### src/rtl/rtc_bus_pkg.sv
// Shared definitions for the RTC bus responder: register map, bus FSM states,
// register-file structs and BCD calendar helpers.
package rtc_bus_pkg;

  localparam logic [7:0] RTC_ADDR_CTRL  = 8'h00;
  localparam logic [7:0] RTC_ADDR_SEC   = 8'h21;
  localparam logic [7:0] RTC_ADDR_MIN   = 8'h22;
  localparam logic [7:0] RTC_ADDR_HOUR  = 8'h23;
  localparam logic [7:0] RTC_ADDR_DAY   = 8'h24;
  localparam logic [7:0] RTC_ADDR_MONTH = 8'h25;
  localparam logic [7:0] RTC_ADDR_YEAR  = 8'h26;
  localparam logic [7:0] RTC_ADDR_WDAY  = 8'h27;
  localparam logic [7:0] RTC_ADDR_TSEC  = 8'h41;
  localparam logic [7:0] RTC_ADDR_TMIN  = 8'h42;
  localparam logic [7:0] RTC_ADDR_THOUR = 8'h43;

  localparam int CTRL_TIMER_EN   = 0;
  localparam int CTRL_TIMER_DONE = 1;

  typedef enum logic [1:0] {BUS_IDLE, BUS_ADDR_WR, BUS_DATA_WR, BUS_READ} bus_state_e;

  typedef struct packed {
    logic [7:0] sec, min, hour, day, month, year, wday;
  } rtc_time_t;

  typedef struct packed {
    logic [7:0] sec, min, hour;
  } rtc_timer_t;

  localparam rtc_time_t RTC_TIME_RST = '{sec: 8'h00, min: 8'h00, hour: 8'h00,
                                         day: 8'h01, month: 8'h01, year: 8'h00, wday: 8'h01};

  function automatic logic [7:0] bcd_inc(input logic [7:0] v);
    if (v[3:0] == 4'h9) return {v[7:4] + 4'h1, 4'h0};
    return v + 8'h01;
  endfunction

  function automatic logic [7:0] bcd_dec(input logic [7:0] v);
    if (v[3:0] == 4'h0) return {v[7:4] - 4'h1, 4'h9};
    return v - 8'h01;
  endfunction

  // BCD year divisible by 4: even tens with units 0/4/8, odd tens with units 2/6.
  function automatic logic [7:0] days_in_month(input logic [7:0] month, input logic [7:0] year);
    logic leap;
    leap = (!year[4] && (year[3:0] == 4'h0 || year[3:0] == 4'h4 || year[3:0] == 4'h8)) ||
           ( year[4] && (year[3:0] == 4'h2 || year[3:0] == 4'h6));
    case (month)
      8'h02:                      return leap ? 8'h29 : 8'h28;
      8'h04, 8'h06, 8'h09, 8'h11: return 8'h30;
      default:                    return 8'h31;
    endcase
  endfunction

endpackage

### src/rtl/rtc_calendar_chain.sv
// Next-state logic for the time/date chain: one applied tick ripples carries
// from seconds up to year; a same-clk bus write overrides its target register.
module rtc_calendar_chain import rtc_bus_pkg::*; (
  input  logic       tick_apply,
  input  rtc_time_t  cur,
  input  logic       wr_en,
  input  logic [7:0] wr_addr,
  input  logic [7:0] wr_data,
  output rtc_time_t  nxt
);

  logic c_sec, c_min, c_hour, c_day, c_mon;

  always_comb begin
    c_sec  = tick_apply && (cur.sec  == 8'h59);
    c_min  = c_sec      && (cur.min  == 8'h59);
    c_hour = c_min      && (cur.hour == 8'h23);
    c_day  = c_hour     && (cur.day  == days_in_month(cur.month, cur.year));
    c_mon  = c_day      && (cur.month == 8'h12);

    nxt = cur;
    if (tick_apply) nxt.sec   = c_sec  ? 8'h00 : bcd_inc(cur.sec);
    if (c_sec)      nxt.min   = c_min  ? 8'h00 : bcd_inc(cur.min);
    if (c_min)      nxt.hour  = c_hour ? 8'h00 : bcd_inc(cur.hour);
    if (c_hour) begin
      nxt.day  = c_day ? 8'h01 : bcd_inc(cur.day);
      nxt.wday = (cur.wday == 8'h07) ? 8'h01 : bcd_inc(cur.wday);
    end
    if (c_day)      nxt.month = c_mon ? 8'h01 : bcd_inc(cur.month);
    if (c_mon)      nxt.year  = (cur.year == 8'h99) ? 8'h00 : bcd_inc(cur.year);

    // Written register wins; carries into it are simply overwritten.
    if (wr_en) begin
      case (wr_addr)
        RTC_ADDR_SEC:   nxt.sec   = wr_data;
        RTC_ADDR_MIN:   nxt.min   = wr_data;
        RTC_ADDR_HOUR:  nxt.hour  = wr_data;
        RTC_ADDR_DAY:   nxt.day   = wr_data;
        RTC_ADDR_MONTH: nxt.month = wr_data;
        RTC_ADDR_YEAR:  nxt.year  = wr_data;
        RTC_ADDR_WDAY:  nxt.wday  = wr_data;
        default: ;
      endcase
    end
  end

endmodule

### src/rtl/rtc_bus_responder.sv
// RTC-side bus slave: samples the multiplexed a_d/cs/rd/wr bus, serves BCD
// register reads/writes, and runs the 1 s calendar and countdown timer.
module rtc_bus_responder import rtc_bus_pkg::*; #(
  parameter int TICK_DIV = 100_000_000
) (
  input  logic       clk,
  input  logic       reset,
  input  logic       a_d,
  input  logic       cs,
  input  logic       rd,
  input  logic       wr,
  input  logic [7:0] dato_in,
  output logic [7:0] dato_out,
  output logic       dato_oe,
  output logic       irq
);

  localparam int CW = (TICK_DIV > 1) ? $clog2(TICK_DIV) : 1;

  logic       a_d_q, cs_q, rd_q, wr_q;
  logic [7:0] din_q, wr_dat, addr_q, rdata;
  bus_state_e state_q, state_n;
  logic       commit_addr, commit_data, rd_active;
  logic [CW-1:0] div_q;
  logic       tick_raw, tick_pend_q, tick_apply;
  rtc_time_t  tm_q, tm_n;
  rtc_timer_t tmr_q, tmr_n;
  logic       en_q, done_q, en_n, done_n;

  always_ff @(posedge clk or negedge reset) begin
    if (!reset) begin
      a_d_q <= 1'b0; cs_q <= 1'b1; rd_q <= 1'b1; wr_q <= 1'b1;
      din_q <= 8'h00; wr_dat <= 8'h00;
    end else begin
      a_d_q <= a_d; cs_q <= cs; rd_q <= rd; wr_q <= wr;
      din_q <= dato_in;
      if (!wr_q) wr_dat <= din_q;   // last value seen while the strobe was low
    end
  end

  always_ff @(posedge clk or negedge reset) begin
    if (!reset) state_q <= BUS_IDLE;
    else        state_q <= state_n;
  end

  always_comb begin
    state_n = state_q;
    case (state_q)
      BUS_IDLE:
        if (!cs_q && !rd_q)      state_n = BUS_READ;
        else if (!cs_q && !wr_q) state_n = a_d_q ? BUS_DATA_WR : BUS_ADDR_WR;
      BUS_ADDR_WR, BUS_DATA_WR:
        if (wr_q || cs_q)        state_n = BUS_IDLE;
      BUS_READ:
        if (rd_q || cs_q)        state_n = BUS_IDLE;
      default:                   state_n = BUS_IDLE;
    endcase
  end

  always_comb begin
    commit_addr = (state_q == BUS_ADDR_WR) && wr_q;
    commit_data = (state_q == BUS_DATA_WR) && wr_q;
    rd_active   = (state_n == BUS_READ);
  end

  // Ticks landing mid-transaction are held (saturating) until cs goes idle.
  always_comb begin
    tick_raw   = (div_q == CW'(TICK_DIV - 1));
    tick_apply = cs_q && (tick_raw || tick_pend_q);
  end

  always_ff @(posedge clk or negedge reset) begin
    if (!reset) begin
      div_q       <= '0;
      tick_pend_q <= 1'b0;
    end else begin
      div_q       <= tick_raw ? '0 : div_q + CW'(1);
      tick_pend_q <= cs_q ? 1'b0 : (tick_pend_q || tick_raw);
    end
  end

  rtc_calendar_chain u_chain (
    .tick_apply (tick_apply),
    .cur        (tm_q),
    .wr_en      (commit_data),
    .wr_addr    (addr_q),
    .wr_data    (wr_dat),
    .nxt        (tm_n)
  );

  always_comb begin
    tmr_n  = tmr_q;
    en_n   = en_q;
    done_n = done_q;
    if (tick_apply && en_q && (tmr_q != '0)) begin
      if (tmr_q.sec != 8'h00) tmr_n.sec = bcd_dec(tmr_q.sec);
      else begin
        tmr_n.sec = 8'h59;
        if (tmr_q.min != 8'h00) tmr_n.min = bcd_dec(tmr_q.min);
        else begin
          tmr_n.min  = 8'h59;
          tmr_n.hour = bcd_dec(tmr_q.hour);
        end
      end
      if (tmr_n == '0) begin
        done_n = 1'b1;
        en_n   = 1'b0;
      end
    end
    if (commit_data) begin
      case (addr_q)
        RTC_ADDR_CTRL: begin
          en_n   = wr_dat[CTRL_TIMER_EN];
          done_n = done_n && wr_dat[CTRL_TIMER_DONE];  // writing 1 leaves done alone
        end
        RTC_ADDR_TSEC:  tmr_n.sec  = wr_dat;
        RTC_ADDR_TMIN:  tmr_n.min  = wr_dat;
        RTC_ADDR_THOUR: tmr_n.hour = wr_dat;
        default: ;
      endcase
    end
  end

  always_comb begin
    case (addr_q)
      RTC_ADDR_CTRL:  rdata = {6'b0, done_q, en_q};
      RTC_ADDR_SEC:   rdata = tm_q.sec;
      RTC_ADDR_MIN:   rdata = tm_q.min;
      RTC_ADDR_HOUR:  rdata = tm_q.hour;
      RTC_ADDR_DAY:   rdata = tm_q.day;
      RTC_ADDR_MONTH: rdata = tm_q.month;
      RTC_ADDR_YEAR:  rdata = tm_q.year;
      RTC_ADDR_WDAY:  rdata = tm_q.wday;
      RTC_ADDR_TSEC:  rdata = tmr_q.sec;
      RTC_ADDR_TMIN:  rdata = tmr_q.min;
      RTC_ADDR_THOUR: rdata = tmr_q.hour;
      default:        rdata = 8'h00;
    endcase
  end

  always_ff @(posedge clk or negedge reset) begin
    if (!reset) begin
      addr_q   <= 8'h00;
      tm_q     <= RTC_TIME_RST;
      tmr_q    <= '0;
      en_q     <= 1'b0;
      done_q   <= 1'b0;
      dato_out <= 8'h00;
      dato_oe  <= 1'b0;
    end else begin
      if (commit_addr) addr_q <= wr_dat;
      tm_q    <= tm_n;
      tmr_q   <= tmr_n;
      en_q    <= en_n;
      done_q  <= done_n;
      dato_oe <= rd_active;
      if (rd_active) dato_out <= a_d_q ? rdata : addr_q;
    end
  end

  assign irq = done_q;

endmodule

### config.mk
export PLATFORM = sky130hd
export DESIGN_NAME = rtc_bus_responder
export DESIGN_NICKNAME = d
export VERILOG_FILES = /design/src/rtl/rtc_bus_pkg.sv /design/src/rtl/rtc_calendar_chain.sv /design/src/rtl/rtc_bus_responder.sv
export SDC_FILE = /design/constraint.sdc
export NUM_CORES = 1
export LEC_CHECK = 0
export CORE_MARGIN = 3
export CORE_UTILIZATION = 57
export CTS_CLUSTER_SIZE = 14
export DETAILED_ROUTE_END_ITERATION = 10
export PLACE_DENSITY_LB_ADDON = 0.12
export SLEW_MARGIN = 40
export SYNTH_ARGS = -nofsm -noshare
export SYNTH_HDL_FRONTEND = slang
export SYNTH_SLANG_ARGS = --single-unit
### constraint.sdc
create_clock -name clk -period 2.9 [get_ports clk]
set_clock_uncertainty 0.15 [all_clocks]
set_input_delay 0.29 -clock clk [delete_from_list [all_inputs] [get_ports clk]]
set_output_delay 0.29 -clock clk [all_outputs]
set_load 0.02 [all_outputs]
# After elaboration in Yosys (flattened, before gate mapping)
# Cells that the tools add are included.
dict set report totals {
  reg_bits 149
  elab_cells 219
}
dict set report classes {
  n_reduce_logical 38
  addsub 21
  muxes 98
  n_eq_ne 38
}
# op n
set ops {}
lappend ops {{8-bit two-way mux} 49}
lappend ops {{8-bit case mux with 11 select lines} 1}
lappend ops {{8-bit by 6-bit == test with 1-bit output (second input constant)} 8}
lappend ops {{8-bit by 1-bit adder with 8-bit output (second input constant)} 7}
lappend ops {{56-bit two-way mux} 1}
lappend ops {{24-bit two-way mux} 2}
lappend ops {{8-bit by 7-bit == test with 1-bit output (second input constant)} 5}
lappend ops {{1-bit two-way mux} 35}
lappend ops {{4-bit == test (second input constant)} 8}
lappend ops {{16-bit two-way mux} 2}
lappend ops {{4-bit by 1-bit adder with 4-bit output (second input constant)} 7}
lappend ops {{27-bit by 1-bit adder with 27-bit output (second input constant)} 1}
lappend ops {{27-bit == test (second input constant)} 1}
lappend ops {{27-bit two-way mux} 1}
lappend ops {{8-bit by 3-bit == test with 1-bit output (second input constant)} 3}
lappend ops {{24-bit zero test} 1}
lappend ops {{24-bit nonzero test} 1}
lappend ops {{8-bit by 1-bit subtractor with 8-bit output (second input constant)} 3}
lappend ops {{8-bit by 5-bit == test with 1-bit output (second input constant)} 2}
lappend ops {{4-bit zero test} 4}
lappend ops {{8-bit case mux with 2 select lines} 1}
lappend ops {{8-bit nonzero test} 2}
lappend ops {{1-bit logical AND} 15}
lappend ops {{4-bit by 1-bit subtractor with 4-bit output (second input constant)} 3}
lappend ops {{16 further kinds} 32}

# Depth between registers and ports, before layout
dict set report depth {
  depth_word 16
  ltp_mapped 12
}

# Modules after synthesis
# Synthesis repeated with hierarchy kept, for this count alone.
dict set report hier_totals {
  cells_unflattened 1109
  area_unflattened_um2 9733.1
}
# mod cells_each n_inst area_each_um2
set modules_own_cells {}
lappend modules_own_cells {rtc_bus_responder 645 1 6880.3}
lappend modules_own_cells {rtc_calendar_chain 464 1 2852.7}

# Least setup slack after synthesis
# OpenSTA, ideal clock, no wires.
dict set report synth_path {
  path_type {reg2reg}
  start {register tmr_q[18] (netlist name)}
  end {register tmr_q[7] (netlist name)}
  setup_time_ns 0.077
  path_stages_with_launch 9
  setup_slack_ns 0.218
  period_less_slack_ns 2.682
  arrival_ns 2.455
  required_ns 2.673
  cell_sequence {dfrtp_1 nor4_4 nand3_2 or4_4 and3_1 buf_2 nand2_1 mux2_2 o21ai_1}
}
# element line
set synth_lines {}
lappend synth_lines {{from (decl)} rtc_bus_responder.sv:27} ;# rtc_timer_t tmr_q, tmr_n;
lappend synth_lines {{from (signal assigned)} rtc_bus_responder.sv:153} ;# tmr_q <= tmr_n;

==> flow_summary.yaml <==
job:
  max_cap_viol_count: 0
critical_path:
  worstPathCellList: "ha_2 > nand4_1 > or4_4 > o21ai_4 > buf_4 > nand2_4 > a211o_1 > or3b_1 > a31oi_1"
  worst_ep_required_time_ns: 3.09
  setup.worst_path.start_class: "flop"
  critical-path-slowest-cell: "sky130_fd_sc_hd__or4_4"
  crit_path_max_fanout: 10
  setup.worst_path.end_class: "flop"
  worst_path_dominant_cell_family: "simple AND/OR/NAND/NOR gates"
  crit_arrival_ns: 3.00
  worst-path-buf-inv: 1
  slowest_delay_ns: 0.49
  cp_class: "flop to flop"
pwr:
  power.share.combinational: 0.311
  p_sw_frac: 0.363
  share_clk_of_total_power: 0.304
  sw_pwr_mw: 2.73
  p_leak_nw: 4.63
  p_per_area_nw_per_um2: 695
  vdd_ir_drop_max_v: 0.000510
  cell_internal_pwr_mw: 4.78
  power_frac_seq: 0.385
route:
  ant_nets: 0
  drt-initial-drc-count: 871
  drt_wl_total_mm: 25.4
  vias: 8252
  post_drt_wl_per_cell_um: 19.0
  drt-pass1-iter-count: 7
  via_per_inst: 6.19
  drc_errors: 0
timing:
  setup-violations-final: 0
  worst-slew-pin-transition_ns: 0.832
  final-hold-violation-count: 0
  period_share: 0.971
  fmax_mhz: 355
  relSlewSlack: 0.445
  finalMaxSlewViolations: 0
  timing.final.ws_setup_ns: 0.0840
  grt_setup_unrepaired: "true"
  timing.final.crit_period_ns: 2.82
global_routing:
  via_count_of_the_first_global_routing_pass: 7647
  globalRouteMet1Util: 0.419
  gr_busiest_metal: "met2"
  grt_pass1_wl_mm: 40.9
  met2_usage: 0.447
  grtUsageMet3: 0.0503
  gr-usage-all-layers: 0.288
  grt_overflow_total: 0
  grt_antenna_before_repair: 0
  grt_max_degree: 97
yosys:
  synthDistinctLibCells: 78
  synth_commonest_cells: "143 x sky130_fd_sc_hd__dfrtp_1, 128 x sky130_fd_sc_hd__nor2_1, 98 x sky130_fd_sc_hd__nand2_1, 62 x sky130_fd_sc_hd__a21oi_1, 59 x sky130_fd_sc_hd__o21ai_0"
  synth-xor-area-share: 0.0411
  number_of_synthesized_register_bits: 149
  synth_flop_cell: "sky130_fd_sc_hd__dfrtp_1"
  fraction_of_the_mapped_netlist_area_in_compound_gates: 0.148
  postSynthCellCount: 1061
  synth-simple-area-share: 0.238
  muxShareOfSynthArea: 0.0873
  synth_warnings: 0
  synthAdderAreaFrac: 0.0453
  synth_sequential_area_ratio: 0.398
  synth.top_cells.by_area: "sky130_fd_sc_hd__dfrtp_1 38%, sky130_fd_sc_hd__nor2_1 5.1%, sky130_fd_sc_hd__ha_1 4.5%"
  yosysTopAreaCellShare: 0.381
  synth_edf_count: 0
  synth.most_common_cell: "sky130_fd_sc_hd__dfrtp_1"
  netlist_area_um2: 9390
  dominant_combinational_cell_family_by_area_after_synthesis: "simple AND/OR/NAND/NOR gates"
  synth-async-reset-ratio: 1.00
  postSynthNetCount: 1109
  syn-mean-instance-area_um2: 8.85
  synthDominantAreaCellType: "sky130_fd_sc_hd__dfrtp_1"
placement:
  setup_ws_pre_cts_ns: -0.0499
  placement.cell_area_um2: 10100
  post_detail_place_hpwl_mm: 17.6
  placement.io_buffers: 23
  final_wtd_congestion: 0.993
layout:
  syn2layout_area_growth_pct: 15.0
  fillCellCount: 1327
  finish.instance_area_um2: 10800
  layout-drive-gt1-share: 0.150
  fin_nets: 1152
  antenna_cells_inserted: 0
cts:
  clkTransAtPathRegs_ns: 0.07
  cts-root-to-sink-buffers: 2
  cts_tree: "yes"
  cts_num_sinks: 149
  clock_insertion_delay_worst_skew_ns: 0.43
  clockRootBuffer: "sky130_fd_sc_hd__clkbuf_16"
  clock_tree.htree_level_count: 4
  numCtsBuffers: 17
die:
  standard_cell_core_area_um2: 16000
  dieWidth_um: 134
  core.rowCount: 46
  ios: 24
  initial_utilization: 0.587
  die_footprint_um2: 18000
  die-height_um: 134
worst_hold_path:
  min_path_type: "primary input to flop"
outcome:
  status: "finished clean"
-- final timing paths --
path                       slack, ns     start         to  depth (start not counted)
max in group asynchronous       1.63     reset       cs_q                          3
min in group asynchronous       0.15     reset  tmr_q[21]                          2
max                             0.08  div_q[0]   tm_q[47]                          9
max reg2reg                     0.08  div_q[0]   tm_q[47]                          9
min                             0.11        wr       wr_q                          1
min reg2reg                     0.33  din_q[5]  wr_dat[5]                          1
-- flip-flops by register name, indices dropped and copies added, names as in the netlist, 2 cells and up --
name,count
state_q,2
wr_dat,8
tmr_q,24
tm_q,56
div_q,27
dato_out,8
addr_q,8
din_q,8
-- timing repair --
| item | CTS | global route |
|---|---|---|
| hold buffers | 1 | 0 |
| cloned | 0 | 0 |
| setup buffers | 2 | 5 |
| hold endpoints to repair | 53 | 0 |
| setup endpoints to repair | 7 | 25 |
| resized for setup | 0 | 9 |
| pin swaps | 1 | 5 |
-- per-stage QoR --
step	hold WS, ns	cells	utilization	total power, mW	TNS (ns)
floorplan	-0.156	1061	-	4.41	0
global placement	0.0395	1293	0.629	5.16	0
detailed placement	0.0407	1293	0.629	5.19	-0.133
CTS	0.0915	1328	0.670	7.49	0
global route	0.100	1333	0.674	7.92	-0.0898
finish	0.108	1333	0.674	7.51	0
-- layer usage --
layer,vias up,routed length (um)
li1,3908,-
met1,3977,11400
met2,316,11700
met3,51,1830
met4,0,516
met5,-,0
-- final cells by class --
class	count	area [um^2]	share of cell area
flip-flops and latches	149	3740	0.346
multi-input cells	812	5290	0.490
clock inverters	15	188	0.0174
repair buffers	84	733	0.0679
inverters	40	150	0.0139
well taps	216	270	0.0250
clock buffers	17	425	0.0394
-- power groups by stage --
stage / clock network [mW] / registers (mW) / logic [mW]
6_report: 2.28 / 2.89 / 2.34
3_5_place_dp: 0 / 2.90 / 2.30
4_1_cts: 2.32 / 2.87 / 2.31
2_1_floorplan: 0 / 2.73 / 1.68
5_1_grt: 2.42 / 2.93 / 2.56
3_3_place_gp: 0 / 2.90 / 2.27
-- kinds of logic after synthesis --
group / Yosys count
xor+xnor: 44
flops: 149
fa+ha+maj: 34
compound gates: 228
buf+inv: 100
mux: 68
simple gates: 438
-- cells in the final DEF (no fill, tap or decap), types with 4 or more instances in the layout --
cell type and count:
sky130_fd_sc_hd__a211oi_1 7, sky130_fd_sc_hd__a21oi_1 62, sky130_fd_sc_hd__a221oi_1 6, sky130_fd_sc_hd__a22oi_1 5, sky130_fd_sc_hd__a31oi_1 30, sky130_fd_sc_hd__and2_1 8
sky130_fd_sc_hd__and3_1 13, sky130_fd_sc_hd__buf_4 56, sky130_fd_sc_hd__clkbuf_16 17, sky130_fd_sc_hd__clkdlybuf4s50_1 22, sky130_fd_sc_hd__clkinv_4 4, sky130_fd_sc_hd__dfrtp_1 143
sky130_fd_sc_hd__dfstp_2 6, sky130_fd_sc_hd__ha_1 32, sky130_fd_sc_hd__inv_1 40, sky130_fd_sc_hd__inv_6 4, sky130_fd_sc_hd__mux2_2 29, sky130_fd_sc_hd__mux2i_1 29
sky130_fd_sc_hd__mux4_2 8, sky130_fd_sc_hd__nand2_1 98, sky130_fd_sc_hd__nand2b_1 7, sky130_fd_sc_hd__nand3_1 41, sky130_fd_sc_hd__nand4_1 25, sky130_fd_sc_hd__nor2_1 128
sky130_fd_sc_hd__nor2b_1 11, sky130_fd_sc_hd__nor3_1 25, sky130_fd_sc_hd__nor3b_1 8, sky130_fd_sc_hd__nor4_1 13, sky130_fd_sc_hd__o211ai_1 5, sky130_fd_sc_hd__o21a_1 4
sky130_fd_sc_hd__o21ai_0 59, sky130_fd_sc_hd__o21ai_1 10, sky130_fd_sc_hd__o22ai_1 9, sky130_fd_sc_hd__o32ai_1 4, sky130_fd_sc_hd__or2_2 5, sky130_fd_sc_hd__or3_1 13
sky130_fd_sc_hd__or4_1 4, sky130_fd_sc_hd__xnor2_1 22, sky130_fd_sc_hd__xor2_1 22
No activity file was read; power rests on OpenSTA's default activity.
